**config.mk**
```make
export PLATFORM = sky130hd
export DESIGN_NAME = uart_rx
export DESIGN_NICKNAME = d
export VERILOG_FILES = /design/src/rtl/uart_pkg.sv /design/src/rtl/wrap_around_fifo.sv /design/src/rtl/uart_rx.sv
export SDC_FILE = /design/constraint.sdc
export NUM_CORES = 1
export LEC_CHECK = 0
export ABC_AREA = 1
export CAP_MARGIN = 20
export CORE_ASPECT_RATIO = 2
export CORE_MARGIN = 3
export CORE_UTILIZATION = 28
export DETAILED_ROUTE_END_ITERATION = 8
export GPL_TIMING_DRIVEN = 0
export HOLD_SLACK_MARGIN = 0.03
export PLACE_DENSITY = 0.52
export SETUP_SLACK_MARGIN = 0.05
export SLEW_MARGIN = 5
export SYNTH_ARGS = -nofsm -noshare
export SYNTH_HDL_FRONTEND = slang
export SYNTH_SLANG_ARGS = --single-unit
export TNS_END_PERCENT = 5
```
**constraint.sdc**
```tcl
create_clock -name clk_i -period 3.75 [get_ports clk_i]
set_clock_uncertainty 0.15 [all_clocks]
set_input_delay 0.75 -clock clk_i [delete_from_list [all_inputs] [get_ports clk_i]]
set_output_delay 0.75 -clock clk_i [all_outputs]
set_load 0.05 [all_outputs]
```
**src/rtl/uart_pkg.sv**
```systemverilog
// uart_pkg
//   Shared types and constants for the UART slice.
//   rx_state_t : receiver FSM states
//   UART_OVS   : oversampling factor (ticks per bit)
//   UART_DATA_BITS : data bits per frame
//   ovs_div()  : system clocks per oversampling tick (integer truncation)
package uart_pkg;

  typedef enum logic [1:0] {
    IDLE  = 2'd0,
    START = 2'd1,
    DATA  = 2'd2,
    STOP  = 2'd3
  } rx_state_t;

  localparam int UART_OVS       = 16;
  localparam int UART_DATA_BITS = 8;

  function automatic int ovs_div(input int unsigned clk_hz, input int unsigned baud);
    return int'(clk_hz / (baud * UART_OVS));
  endfunction

endpackage

```
**src/rtl/wrap_around_fifo.sv**
```systemverilog
// wrap_around_fifo
//   Synchronous FIFO with wrap-around pointers carrying one extra wrap bit.
//   Head word is presented combinationally (first-word fall-through).
// Ports
//   clk_i   in   clock
//   rst_ni  in   asynchronous active-low reset, flushes the FIFO
//   wr_en_i in   push din_i (ignored when full)
//   din_i   in   write data
//   rd_en_i in   pop head (ignored when empty)
//   dout_o  out  head data, 0 while empty
//   empty_o out  FIFO empty
//   full_o  out  FIFO full
module wrap_around_fifo #(
  parameter int DATA_WIDTH = 8,
  parameter int DEPTH      = 16
) (
  input  logic                  clk_i,
  input  logic                  rst_ni,
  input  logic                  wr_en_i,
  input  logic [DATA_WIDTH-1:0] din_i,
  input  logic                  rd_en_i,
  output logic [DATA_WIDTH-1:0] dout_o,
  output logic                  empty_o,
  output logic                  full_o
);

  localparam int AW = (DEPTH > 1) ? $clog2(DEPTH) : 1;

  logic [DATA_WIDTH-1:0] mem [DEPTH];
  logic [AW:0]           wr_ptr;
  logic [AW:0]           rd_ptr;
  logic                  do_push;
  logic                  do_pop;

  // Same address with differing wrap bits means the writer lapped the reader.
  assign empty_o = (wr_ptr == rd_ptr);
  assign full_o  = (wr_ptr[AW-1:0] == rd_ptr[AW-1:0]) && (wr_ptr[AW] != rd_ptr[AW]);
  assign do_push = wr_en_i && !full_o;
  assign do_pop  = rd_en_i && !empty_o;

  // Storage is not reset; an empty FIFO forces the head to zero instead.
  assign dout_o = empty_o ? '0 : mem[rd_ptr[AW-1:0]];

  always_ff @(posedge clk_i) begin
    if (do_push) begin
      mem[wr_ptr[AW-1:0]] <= din_i;
    end
  end

  always_ff @(posedge clk_i or negedge rst_ni) begin
    if (!rst_ni) begin
      wr_ptr <= '0;
      rd_ptr <= '0;
    end else begin
      if (do_push) begin
        wr_ptr <= wr_ptr + 1'b1;
      end
      if (do_pop) begin
        rd_ptr <= rd_ptr + 1'b1;
      end
    end
  end

endmodule

```
**src/rtl/uart_rx.sv**
```systemverilog
// uart_rx
//   UART receiver, 8N1, LSB first, 16x oversampling. Synchronises the line,
//   validates the start bit, samples each bit at its centre, checks the stop
//   bit and pushes good bytes into a receive FIFO drained by rd_en_i.
// Ports
//   clk_i       in   system clock
//   rst_ni      in   asynchronous active-low reset
//   rx_en_i     in   receive enable; dropping it aborts a frame in progress
//   rx_bit_i    in   asynchronous serial line, idle high
//   rd_en_i     in   pop FIFO head (ignored when empty)
//   dout_o      out  FIFO head data, valid while empty_o=0
//   empty_o     out  FIFO empty
//   full_o      out  FIFO full
//   frame_err_o out  1-cycle pulse: stop bit sampled low
//   overrun_o   out  1-cycle pulse: good byte dropped, FIFO full
module uart_rx
  import uart_pkg::*;
#(
  parameter int CLK_FREQ   = 50_000_000,
  parameter int BAUD_RATE  = 115_200,
  parameter int DATA_WIDTH = 8,
  parameter int FIFO_DEPTH = 16
) (
  input  logic                  clk_i,
  input  logic                  rst_ni,
  input  logic                  rx_en_i,
  input  logic                  rx_bit_i,
  input  logic                  rd_en_i,
  output logic [DATA_WIDTH-1:0] dout_o,
  output logic                  empty_o,
  output logic                  full_o,
  output logic                  frame_err_o,
  output logic                  overrun_o
);

  localparam int OVS_DIV = ovs_div(CLK_FREQ, BAUD_RATE);
  localparam int TICK_W  = (OVS_DIV > 1) ? $clog2(OVS_DIV) : 1;

  localparam logic [3:0] SAMPLE_MID  = 4'(UART_OVS / 2 - 1);
  localparam logic [3:0] SAMPLE_LAST = 4'(UART_OVS - 1);
  localparam logic [2:0] BIT_LAST    = 3'(UART_DATA_BITS - 1);

  rx_state_t                 state;
  logic [1:0]                sync_q;
  logic                      rx_s;
  logic [TICK_W-1:0]         tick_cnt;
  logic                      tick;
  logic [3:0]                sample_cnt;
  logic [2:0]                bit_cnt;
  logic [UART_DATA_BITS-1:0] shreg;
  logic                      wr_en;
  logic [DATA_WIDTH-1:0]     fifo_din;

  // Two-flop synchroniser; resets to the idle-high line level so reset
  // release never looks like a start bit.
  always_ff @(posedge clk_i or negedge rst_ni) begin
    if (!rst_ni) begin
      sync_q <= 2'b11;
    end else begin
      sync_q <= {sync_q[0], rx_bit_i};
    end
  end

  assign rx_s = sync_q[1];

  // Oversampling tick. Held at zero in IDLE, which also clears it on the
  // IDLE->START transition, so the first tick lands OVS_DIV cycles later.
  assign tick = (state != IDLE) && (tick_cnt == TICK_W'(OVS_DIV - 1));

  always_ff @(posedge clk_i or negedge rst_ni) begin
    if (!rst_ni) begin
      tick_cnt <= '0;
    end else if (state == IDLE || tick) begin
      tick_cnt <= '0;
    end else begin
      tick_cnt <= tick_cnt + 1'b1;
    end
  end

  // Receiver FSM. A disable in any active state wins over sampling events.
  // The start bit is checked at its centre (8th tick); from then on every
  // 16th tick lands at a bit centre. Stop-bit failure is reported before
  // overrun, and the push is registered so wr_en is a clean 1-cycle strobe.
  always_ff @(posedge clk_i or negedge rst_ni) begin
    if (!rst_ni) begin
      state       <= IDLE;
      sample_cnt  <= '0;
      bit_cnt     <= '0;
      shreg       <= '0;
      wr_en       <= 1'b0;
      frame_err_o <= 1'b0;
      overrun_o   <= 1'b0;
    end else begin
      wr_en       <= 1'b0;
      frame_err_o <= 1'b0;
      overrun_o   <= 1'b0;
      if (state != IDLE && !rx_en_i) begin
        state      <= IDLE;
        sample_cnt <= '0;
        bit_cnt    <= '0;
        shreg      <= '0;
      end else begin
        case (state)
          IDLE: begin
            if (rx_en_i && !rx_s) begin
              state      <= START;
              sample_cnt <= '0;
              bit_cnt    <= '0;
            end
          end
          START: begin
            if (tick) begin
              if (sample_cnt == SAMPLE_MID) begin
                sample_cnt <= '0;
                bit_cnt    <= '0;
                state      <= rx_s ? IDLE : DATA;
              end else begin
                sample_cnt <= sample_cnt + 1'b1;
              end
            end
          end
          DATA: begin
            if (tick) begin
              if (sample_cnt == SAMPLE_LAST) begin
                sample_cnt <= '0;
                shreg      <= {rx_s, shreg[UART_DATA_BITS-1:1]};
                if (bit_cnt == BIT_LAST) begin
                  state <= STOP;
                end else begin
                  bit_cnt <= bit_cnt + 1'b1;
                end
              end else begin
                sample_cnt <= sample_cnt + 1'b1;
              end
            end
          end
          STOP: begin
            if (tick) begin
              if (sample_cnt == SAMPLE_LAST) begin
                sample_cnt <= '0;
                state      <= IDLE;
                if (!rx_s) begin
                  frame_err_o <= 1'b1;
                end else if (full_o) begin
                  overrun_o <= 1'b1;
                end else begin
                  wr_en <= 1'b1;
                end
              end else begin
                sample_cnt <= sample_cnt + 1'b1;
              end
            end
          end
          default: state <= IDLE;
        endcase
      end
    end
  end

  assign fifo_din = DATA_WIDTH'(shreg);

  wrap_around_fifo #(
    .DATA_WIDTH(DATA_WIDTH),
    .DEPTH     (FIFO_DEPTH)
  ) u_fifo (
    .clk_i  (clk_i),
    .rst_ni (rst_ni),
    .wr_en_i(wr_en),
    .din_i  (fifo_din),
    .rd_en_i(rd_en_i),
    .dout_o (dout_o),
    .empty_o(empty_o),
    .full_o (full_o)
  );

endmodule

```
Word level (Yosys, flattened, before mapping)
Memories as Yosys holds them, arrays and structs flattened. Cells that the tools add are included.

Flip-flop bits (word level): 37. Bits in writable memories: 128. Input bits: 5. Output and inout bits: 12. Word-level logic and storage cells: 110. Memories: 1.

Memory list: u_fifo.mem (depth 16, width 8, rd ports 1, clocked after Yosys merged registers in 0, write ports 1, line wrap_around_fifo.sv:29) `logic [DATA_WIDTH-1:0] mem [DEPTH];`.

Add/subtract/negate cells: 5. Equal/unequal tests: 20. Mux-type cells: 51. Reductions and logical operators: 22.

Operator list (count): two-way mux 8 bit (5); two-way mux 4 bit (6); != test 3 bit, second input constant (8); two-way mux 3 bit (7); two-way mux 2 bit (10); two-way mux 1 bit (19); adder 5 x 1 -> 5 bit, second input constant (3); one-hot mux 4 bit (3 select lines) (1); one-hot mux 3 bit (3 select lines) (1); one-hot mux 2 bit (4 select lines) (1); AND reduction 8 bit (1); nonzero test 2 bit (4); AND reduction 7 bit (1); logical AND 1 bit (6); != test 3 x 1 -> 1 bit, second input constant (2); AND reduction 3 bit (2); equality test 5 bit (1); equality test 5 bit, second input constant (1); two-way mux 5 bit (1); adder 4 x 1 -> 4 bit, second input constant (1); equality test 2 bit, second input constant (2); equality test 4 x 3 -> 1 bit, second input constant (1); equality test 4 bit (1); equality test 4 bit, second input constant (1); other kinds (9) (12).

Depth between registers and ports, before layout
Gate-level depths: netlist (run 1).

Word-level depth: 8. Mapped depth: 11. Depth with buffers taken out: 9.

Hierarchy
Synthesis (run 1) repeated with hierarchy kept, for this count alone.

Cells, all modules: 813. Area total of the unflattened synthesis: 7753.7 um^2.

By module, submodules not included: wrap_around_fifo (times used 1, cells each 647, area each 6313.6 um^2, sequential area each 4093.9 um^2); uart_rx (times used 1, cells each 166, area each 1440.1 um^2, sequential area each 678.2 um^2).

Worst setup path after synthesis (run 1)
Ideal clock, no wire load.

Path type: register -> output. Start: reg u_fifo.rd_ptr[1]. End: out dout_o[3]. Data arrival time: 1780 ps. Data required time: 2850 ps. Path slack: 1070 ps. Cell stages (with the launch flop): 8. Path buffers: 2. Cell sequence: dfrtp_1 > buf_2 > inv_2 > clkbuf_1 > nand3_1 > nand3_1 > a21oi_1 > nor2_1.

Longest elaborated chain between the ends: 2. Elaborated cells between the ends (all ways): 3. Those cells by class: eq/ne (1); mux (1); memory (1).

Ends and longest elaborated chain: start: declaration (line wrap_around_fifo.sv:31) `logic [AW:0] rd_ptr;`; start signal: assignment (line wrap_around_fifo.sv:59) `rd_ptr <= rd_ptr + 1'b1;`; memory read (16 x 8 bit) or equality test 5 bit (tied branches); two-way mux 8 bit (*) (line wrap_around_fifo.sv:42) `assign dout_o = empty_o ? '0 : mem[rd_ptr[AW-1:0]];`; end: declaration (line uart_rx.sv:29) `output logic [DATA_WIDTH-1:0] dout_o,`.

Every way passes the cells marked *; elsewhere a longest branch is shown, timed or not.

Final worst setup path (run 1)
Ends and elaborated chain as after synthesis.

==> metrics.md, run 1 <==
| Metric | Value |
|---|---|
| Worst-Skew Late Latency | 440 ps |
| Worst slew pin tran | between 1000 and 1500 ps |
| Top area cells in the synthesized netlist | edfxtp_1 (50%), nand2_1 (12%), dfrtp_1 (11%), nand3_1 (7.6%), inv_1 (6.0%) |
| Core area | approximately 27000 sq um |
| Placer Congestion | slightly below 0.9 |
| Max-slew violations | 0 |
| Layout cells sized above 1 | about a tenth |
| Nets | 866 |
| Top-count cell post-synth | nand2_1 |
| # port buffers | 16 |
| Syn Area/Cell | 9.482 sq um |
| DRC | 0 |
| CP required | 2850 ps |
| Layout area overhead | 15.37% |
| Worst setup EP type | output port |
| DIE HEIGHT | 240.8 um |
| Syn Nets | 829 |
| Period utilization | a little under 100% |
| Antenna viol nets, final | 0 |
| Mapped Area | between 7000 and 8000 sq um |
| # setup viols final | 0 |
| Vias in the first global route | 5483 |
| Hold Crit Class | reg2reg |
| LEAKAGE | 4.059 nW |
| RSZ-0062 raised after global routing | no |
| HPWL after DPL | 14700 um |
| Met2 WL | 12030 um |
| Initial antenna violation count | 0 |
| Post-route setup slack | 130.0 ps |
| Total GRT Usage | between 10% and 20% |
| IO Count | 17 |
| Via count | about 5300 |
| Non-Filler Instances | 1211 |
| Pre-antenna DRT Iters | 4 |
| Fin. Hold Viols | 0 |
| Peak VDD IR | 0.0003482 V |
| PwrDens | 472.0 nW/um^2 |
| Placed Cells | 1179 |
| Top FF cell, synth | edfxtp_1 |
| Synth cell types | 34 |
| Max Root-Sink Buffers | 2 |
| Num rows | 85 |
| CTS sink count | 165 |
| Max Clock Freq | 0.2762 GHz |
| Register area share after synthesis | about three fifths |
| H-tree levels | 4 |
| Post-synth top area cell | edfxtp_1 |
| DP Worst Slack | 143.1 ps |
| Synth Warn # | 0 |
| Run status | finished clean |
| Crit start category | flop |
| Drt initial violations | 282 |
| Post-layout util | 32.96% |
| Synth top area share | between 40% and 50% |
| Worst EP arrival | approximately 2700 ps |
| Highest metal used | met4 |
| Setup TNS | 0 ps |
| CTS tree | yes |
| Fill cells | about 2800 |
| CP max FO | 10 |
| #FFs+latches synth | 165 |
| Clk root buf | clkbuf_16 |
| Average wire per standard cell | 16.85 um |
| First-pass GRT wire length | 31170 um |
| Clock period minus worst slack | 3620 ps |
| Die width | 123.4 um |
| Top cells by count, synth | nand2_1 (250), edfxtp_1 (128), inv_1 (123) |
| Crit Path Category | reg2out |
| Final WL | 20410 um |
| Post-synth EDFFs | between 100 and 150 |
| Largest net degree at the start of global routing | 33 |
| Met3 Wirelength | about 490 um |
| Starting Density | 28.57% |
| M1 WL | 7002 um |
| Max Cap Viol | 0 |
| Syn Inst Count | between 800 and 900 |
| Num CTS Buffers | 17 |
| Clock transition at path regs | approximately 60 ps |
| Die area | 29720 sq um |
| Slew margin rel. | 30.21% |
| FFs w/ async S/R, synth | 22.42% |
| DR vias/cell | roughly 4.4 |
| Grt ovf | 0 |
| N_diodes | 0 |
## stage by stage
step           power [W]  cell area [sq um]  hold WS, ps
4_1_cts         0.004243               8920        206.5
3_3_place_gp    0.002474               8314        195.9
6_report        0.004203               8905        205.5
3_5_place_dp    0.002480               8329        196.9
2_1_floorplan   0.002360               7719        195.2
5_1_grt         0.004379               8905        210.6
## cells in the final DEF (no fill, tap or decap), types with 2 or more instances in the layout
cell and n:
nor2_2 2, nand3_1 117, nor2_1 51, dfstp_2 2, or2_0 2, inv_6 2, clkinvlp_4 3, o21ai_1 2
clkbuf_2 8, a21oi_1 13, bufinv_16 3, o21ai_0 4, clkinv_2 2, or2_2 7, inv_1 123, inv_2 4
clkdlybuf4s50_1 6, xor2_1 9, clkinv_1 2, xnor2_1 5, edfxtp_1 128, ha_1 10, clkbuf_16 17, buf_6 3
nand2_1 250, nor2_4 2, dlygate4sd2_1 2, dfrtp_1 35, buf_2 17, buf_4 5, nand3b_1 2, clkbuf_1 7
nand2_2 2, nand3_2 2
## layer usage
metal,vias to the layer above,track usage [%]
met3,43,2.697
met1,2495,13.22
met5,-,0
met4,0,8.034
met2,91,28.97
li1,2668,-
## flip-flops by register name (all words and copies together), names as in the netlist
register and count:
fifo_din 8, tick_cnt 5, bit_cnt 3, overrun_o 1
sync_q 2, state 2, frame_err_o 1, u_fifo.wr_ptr 5
sample_cnt 4, wr_en 1, u_fifo.mem 128, u_fifo.rd_ptr 5
## report_power, final
part	switching, W	internal, W
sequential	0.0000720	0.00202
clock	0.000729	0.00104
combinational	0.000226	0.000115
total	0.00103	0.00318
## area by class of cell
class | instances | area (sq um) | area share, %
plain buffers | 33 | 188.9 | 2.122
clock buffers | 18 | 429.2 | 4.819
clock inverters | 13 | 157.7 | 1.770
inverters | 129 | 486.7 | 5.466
multi-input cells | 487 | 2275 | 25.54
flip-flops and latches | 165 | 4772 | 53.59
well taps | 348 | 435.4 | 4.890
repair buffers | 18 | 160.2 | 1.799
## critical path, stage by stage (launching register included)
cell	delay (ps)
dfrtp_1	380
buf_2	170
inv_2	200
buf_2	290
nand3_1	200
nand3_1	130
nand2_1	70
nand2_1	70
nand2_1	80
nor2_1	170
clkdlybuf4s15_1	530
## path summary, 6_finish.rpt
kind	startpoint	slack (ps)	depth (start not counted)	endpoint
max in group asynchronous	rst_ni	2450	3	sync_q[0]
max	u_fifo.rd_ptr[1]	130	10	dout_o[3]
min	sync_q[0]	210	0	sync_q[1]
min reg2reg	sync_q[0]	210	0	sync_q[1]
min in group asynchronous	rst_ni	520	2	tick_cnt[1]
max reg2reg	u_fifo.rd_ptr[0]	1200	7	u_fifo.mem[7][7]
## timing repair
| action | 4_1_cts | 5_1_grt |
|---|---|---|
| gates resized for setup | 11 | 13 |
| hold buffers | 1 | 0 |
| gates cloned | 0 | 0 |
| endpoints found under the setup margin | 8 | 7 |
| buffers inserted | 0 | 0 |
| endpoints found under the hold margin | 5 | 0 |
## kinds of logic after synthesis
family                     share of synthesized area (%)
adders and majority gates                          1.621
and+or+nand+nor                                    24.83
DFF                                                61.83
xor gates and xnor gates                           1.589
AOI/OAI and AO/OA                                  1.427
buffers and inverters                              8.705
(Power assumes the default switching activity.)
==> run 2, diff against run 1 <==
Settings changed: CORE_ASPECT_RATIO 2 to not set, SKIP_LAST_GASP set to 1.
==> run 2 against run 1 <==
Net effect:
- the run now ends with setup timing left
- critical path depth down 1
- global-route usage down 1.4 points
- core utilization down 0.16 points
- cell area down 0.44%
- wire length down 9.5%
- clock power down 10%
- largest cell class unchanged
==> metrics.md, run 2 (same netlist as run 1, synthesis figures left out) <==
| Metric | Value |
|---|---|
| LEAKAGE | 4.040 nW (was 4.059 nW) |
| Starting Density | 28.56% (was 28.57%) |
| IO Count | 17 (unchanged) |
| First-pass GRT wire length | 29270 um (was 31170 um) |
| PwrDens | 452.5 nW/um^2 (was 472.0 nW/um^2) |
| Worst slew pin tran | 1022 ps (was 1043 ps) |
| CP cell instances | buf_2, clkbuf_1, nand3_1, nand3_1, nand2_1, nand2_1, nand2_1, nor2_1, clkdlybuf4s50_1 (was buf_2, inv_2, buf_2, nand3_1, nand3_1, nand2_1, nand2_1, nand2_1, nor2_1, clkdlybuf4s15_1) |
| Antenna viol nets, final | 0 (unchanged) |
| Fin. Hold Viols | 0 (unchanged) |
| Final hold slack | 210.5 ps (was 205.5 ps) |
| Clock period minus worst slack | 3858 ps (was 3620 ps) |
| Max-slew violations | 0 (unchanged) |
| CP required | 2850 ps (about the same) |
| Via count | 5309 (was 5297) |
| Max Root-Sink Buffers | 2 (unchanged) |
| # port buffers | 16 (unchanged) |
| Worst-Skew Late Latency | 430 ps (was 440 ps) |
| HPWL after DPL | 12280 um (was 14700 um) |
| Clock transition at path regs | 70 ps (was 60 ps) |
| Largest net degree at the start of global routing | 33 (unchanged) |
| Critical path's slowest cell | clkdlybuf4s50_1 (was clkdlybuf4s15_1) |
| Setup bufs post-CTS | 0 (unchanged) |
| Slew margin rel. | 31.59% (was 30.21%) |
| Drt initial violations | 399 (was 282) |
| Most common cell on crit path | nand2_1 (unchanged) |
| Pre-antenna DRT Iters | 5 (was 4) |
| Grt ovf | 0 (unchanged) |
| Average wire per standard cell | 15.33 um (was 16.85 um) |
| Core area | 27030 sq um (was 27010 sq um) |
| Layout cells sized above 1 | 9.838% (was 10.31%) |
| CP max stage delay | 820 ps (was 530 ps) |
| Period utilization | 102.9% (was 96.53%) |
| DIE HEIGHT | 172.0 um (was 240.8 um) |
| Leading cell type in the layout, fill and taps excluded | nand2_1 (unchanged) |
| Layout area overhead | 14.86% (was 15.37%) |
| CTS sink count | 165 (unchanged) |
| Run status | finished with violations (was finished clean) |
| H-tree levels | 4 (unchanged) |
| Crit path buffers/inverters | 3 (was 4) |
| Die width | 172.0 um (was 123.4 um) |
| Post-layout util | 32.81% (was 32.96%) |
| Die area | 29590 sq um (was 29720 sq um) |
| CTS tree | yes (unchanged) |
| Worst setup EP type | output port (unchanged) |
| RSZ-0062 raised after global routing | yes (was no) |
| Failing checks | setup timing |
| Total GRT Usage | 13.16% (was 14.55%) |
| N_diodes | 0 (unchanged) |
| Num rows | 60 (was 85) |
| DR vias/cell | 4.406 (was 4.374) |
| Num CTS Buffers | 17 (unchanged) |
| Most frequent cells in the layout | nand2_1 (250), edfxtp_1 (128), inv_1 (123), nand3_1 (117), nor2_1 (51) (unchanged) |
| Max FFs per register | 128 (unchanged) |
| Max Clock Freq | 0.2592 GHz (was 0.2762 GHz) |
| Placer Congestion | 0.7890 (was 0.8723) |
| Nets | 866 (unchanged) |
| Total power | 0.004012 W (was 0.004203 W) |
| Clk root buf | clkbuf_16 (unchanged) |
| Post-route setup slack | -107.8 ps (was 130.0 ps) |
| Max Cap Viol | 0 (unchanged) |
| Worst EP arrival | 2960 ps (was 2720 ps) |
| CP max FO | 10 (unchanged) |
| Crit Path Category | reg2out (unchanged) |
| Vias in the first global route | 5231 (was 5483) |
| Crit start category | flop (unchanged) |
| Top delay family on crit path | buffers and inverters (unchanged) |
| Peak VDD IR | 0.0003264 V (was 0.0003482 V) |
| R2R setup slack | 1210 ps (was 1200 ps) |
| DRC | 0 (unchanged) |
| # setup viols final | 5 (was 0) |
| Final WL | 18470 um (was 20410 um) |
| Initial antenna violation count | 0 (unchanged) |
| Hold Crit Class | reg2reg (unchanged) |
==> run 2: changes by cell type in the layout (fill, tap and decap cells not counted), sizes merged <==
cell	before	now
inv	130	133
clkinv	5	7
clkdlybuf4s50	6	13
dlygate4sd2	2	1
clkbuf	32	26
bufinv	3	0
clkdlybuf4s15	1	0
==> run 2: area by class of cell <==
class	count	area, sq um
plain buffers	33	187.7
multi-input cells	487	2275
inverters	129	486.7
repair buffers	18	186.4
fillers	2803	18160
clock inverters	15	106.4
flip-flops and latches	165	4772
clock buffers	17	425.4
well taps	341	426.7
==> run 2: what timing repair did <==
| item | CTS | global route |
|---|---|---|
| cloned | 0 | 0 |
| setup endpoints to repair | 8 | 9 |
| hold endpoints to repair | 5 | 0 |
| gates resized for setup | 2 | 3 |
| hold buffers | 1 | 0 |
==> run 2: final timing paths <==
path / cells after the start / start / to
max: 9 / u_fifo.rd_ptr[1] / dout_o[5]
min: 0 / sync_q[0] / sync_q[1]
max reg2reg: 7 / u_fifo.rd_ptr[0] / u_fifo.mem[5][7]
min reg2reg: 0 / sync_q[0] / sync_q[1]
max in group asynchronous: 3 / rst_ni / sync_q[0]
min in group asynchronous: 2 / rst_ni / u_fifo.rd_ptr[2]
==> run 2: metrics by stage <==
step	area, sq um	instances	setup TNS [ps]	worst slack [ps]
floorplan	7719	814	0	1070
global placement	8305	1171	0	156.9
detailed placement	8320	1172	0	160.4
CTS	8862	1205	-620.9	-120.5
global route	8866	1205	-1203	-234.4
finish	8866	1205	-272.5	-107.8
==> run 2: layer usage <==
| metal | track usage, % | part of all wire [%] |
|---|---|---|
| met1 | 17.96 | 47 |
| met2 | 20.99 | 46 |
| met3 | 2.423 | 5.1 |
| met4 | 4.859 | 2.1 |
| met5 | 0 | 0 |
==> run 2: power breakdown <==
group          switching (W)  internal [W]  total, W
Sequential         0.0000622       0.00202   0.00208
Clock               0.000744      0.000848   0.00159
Combinational       0.000221      0.000116  0.000337
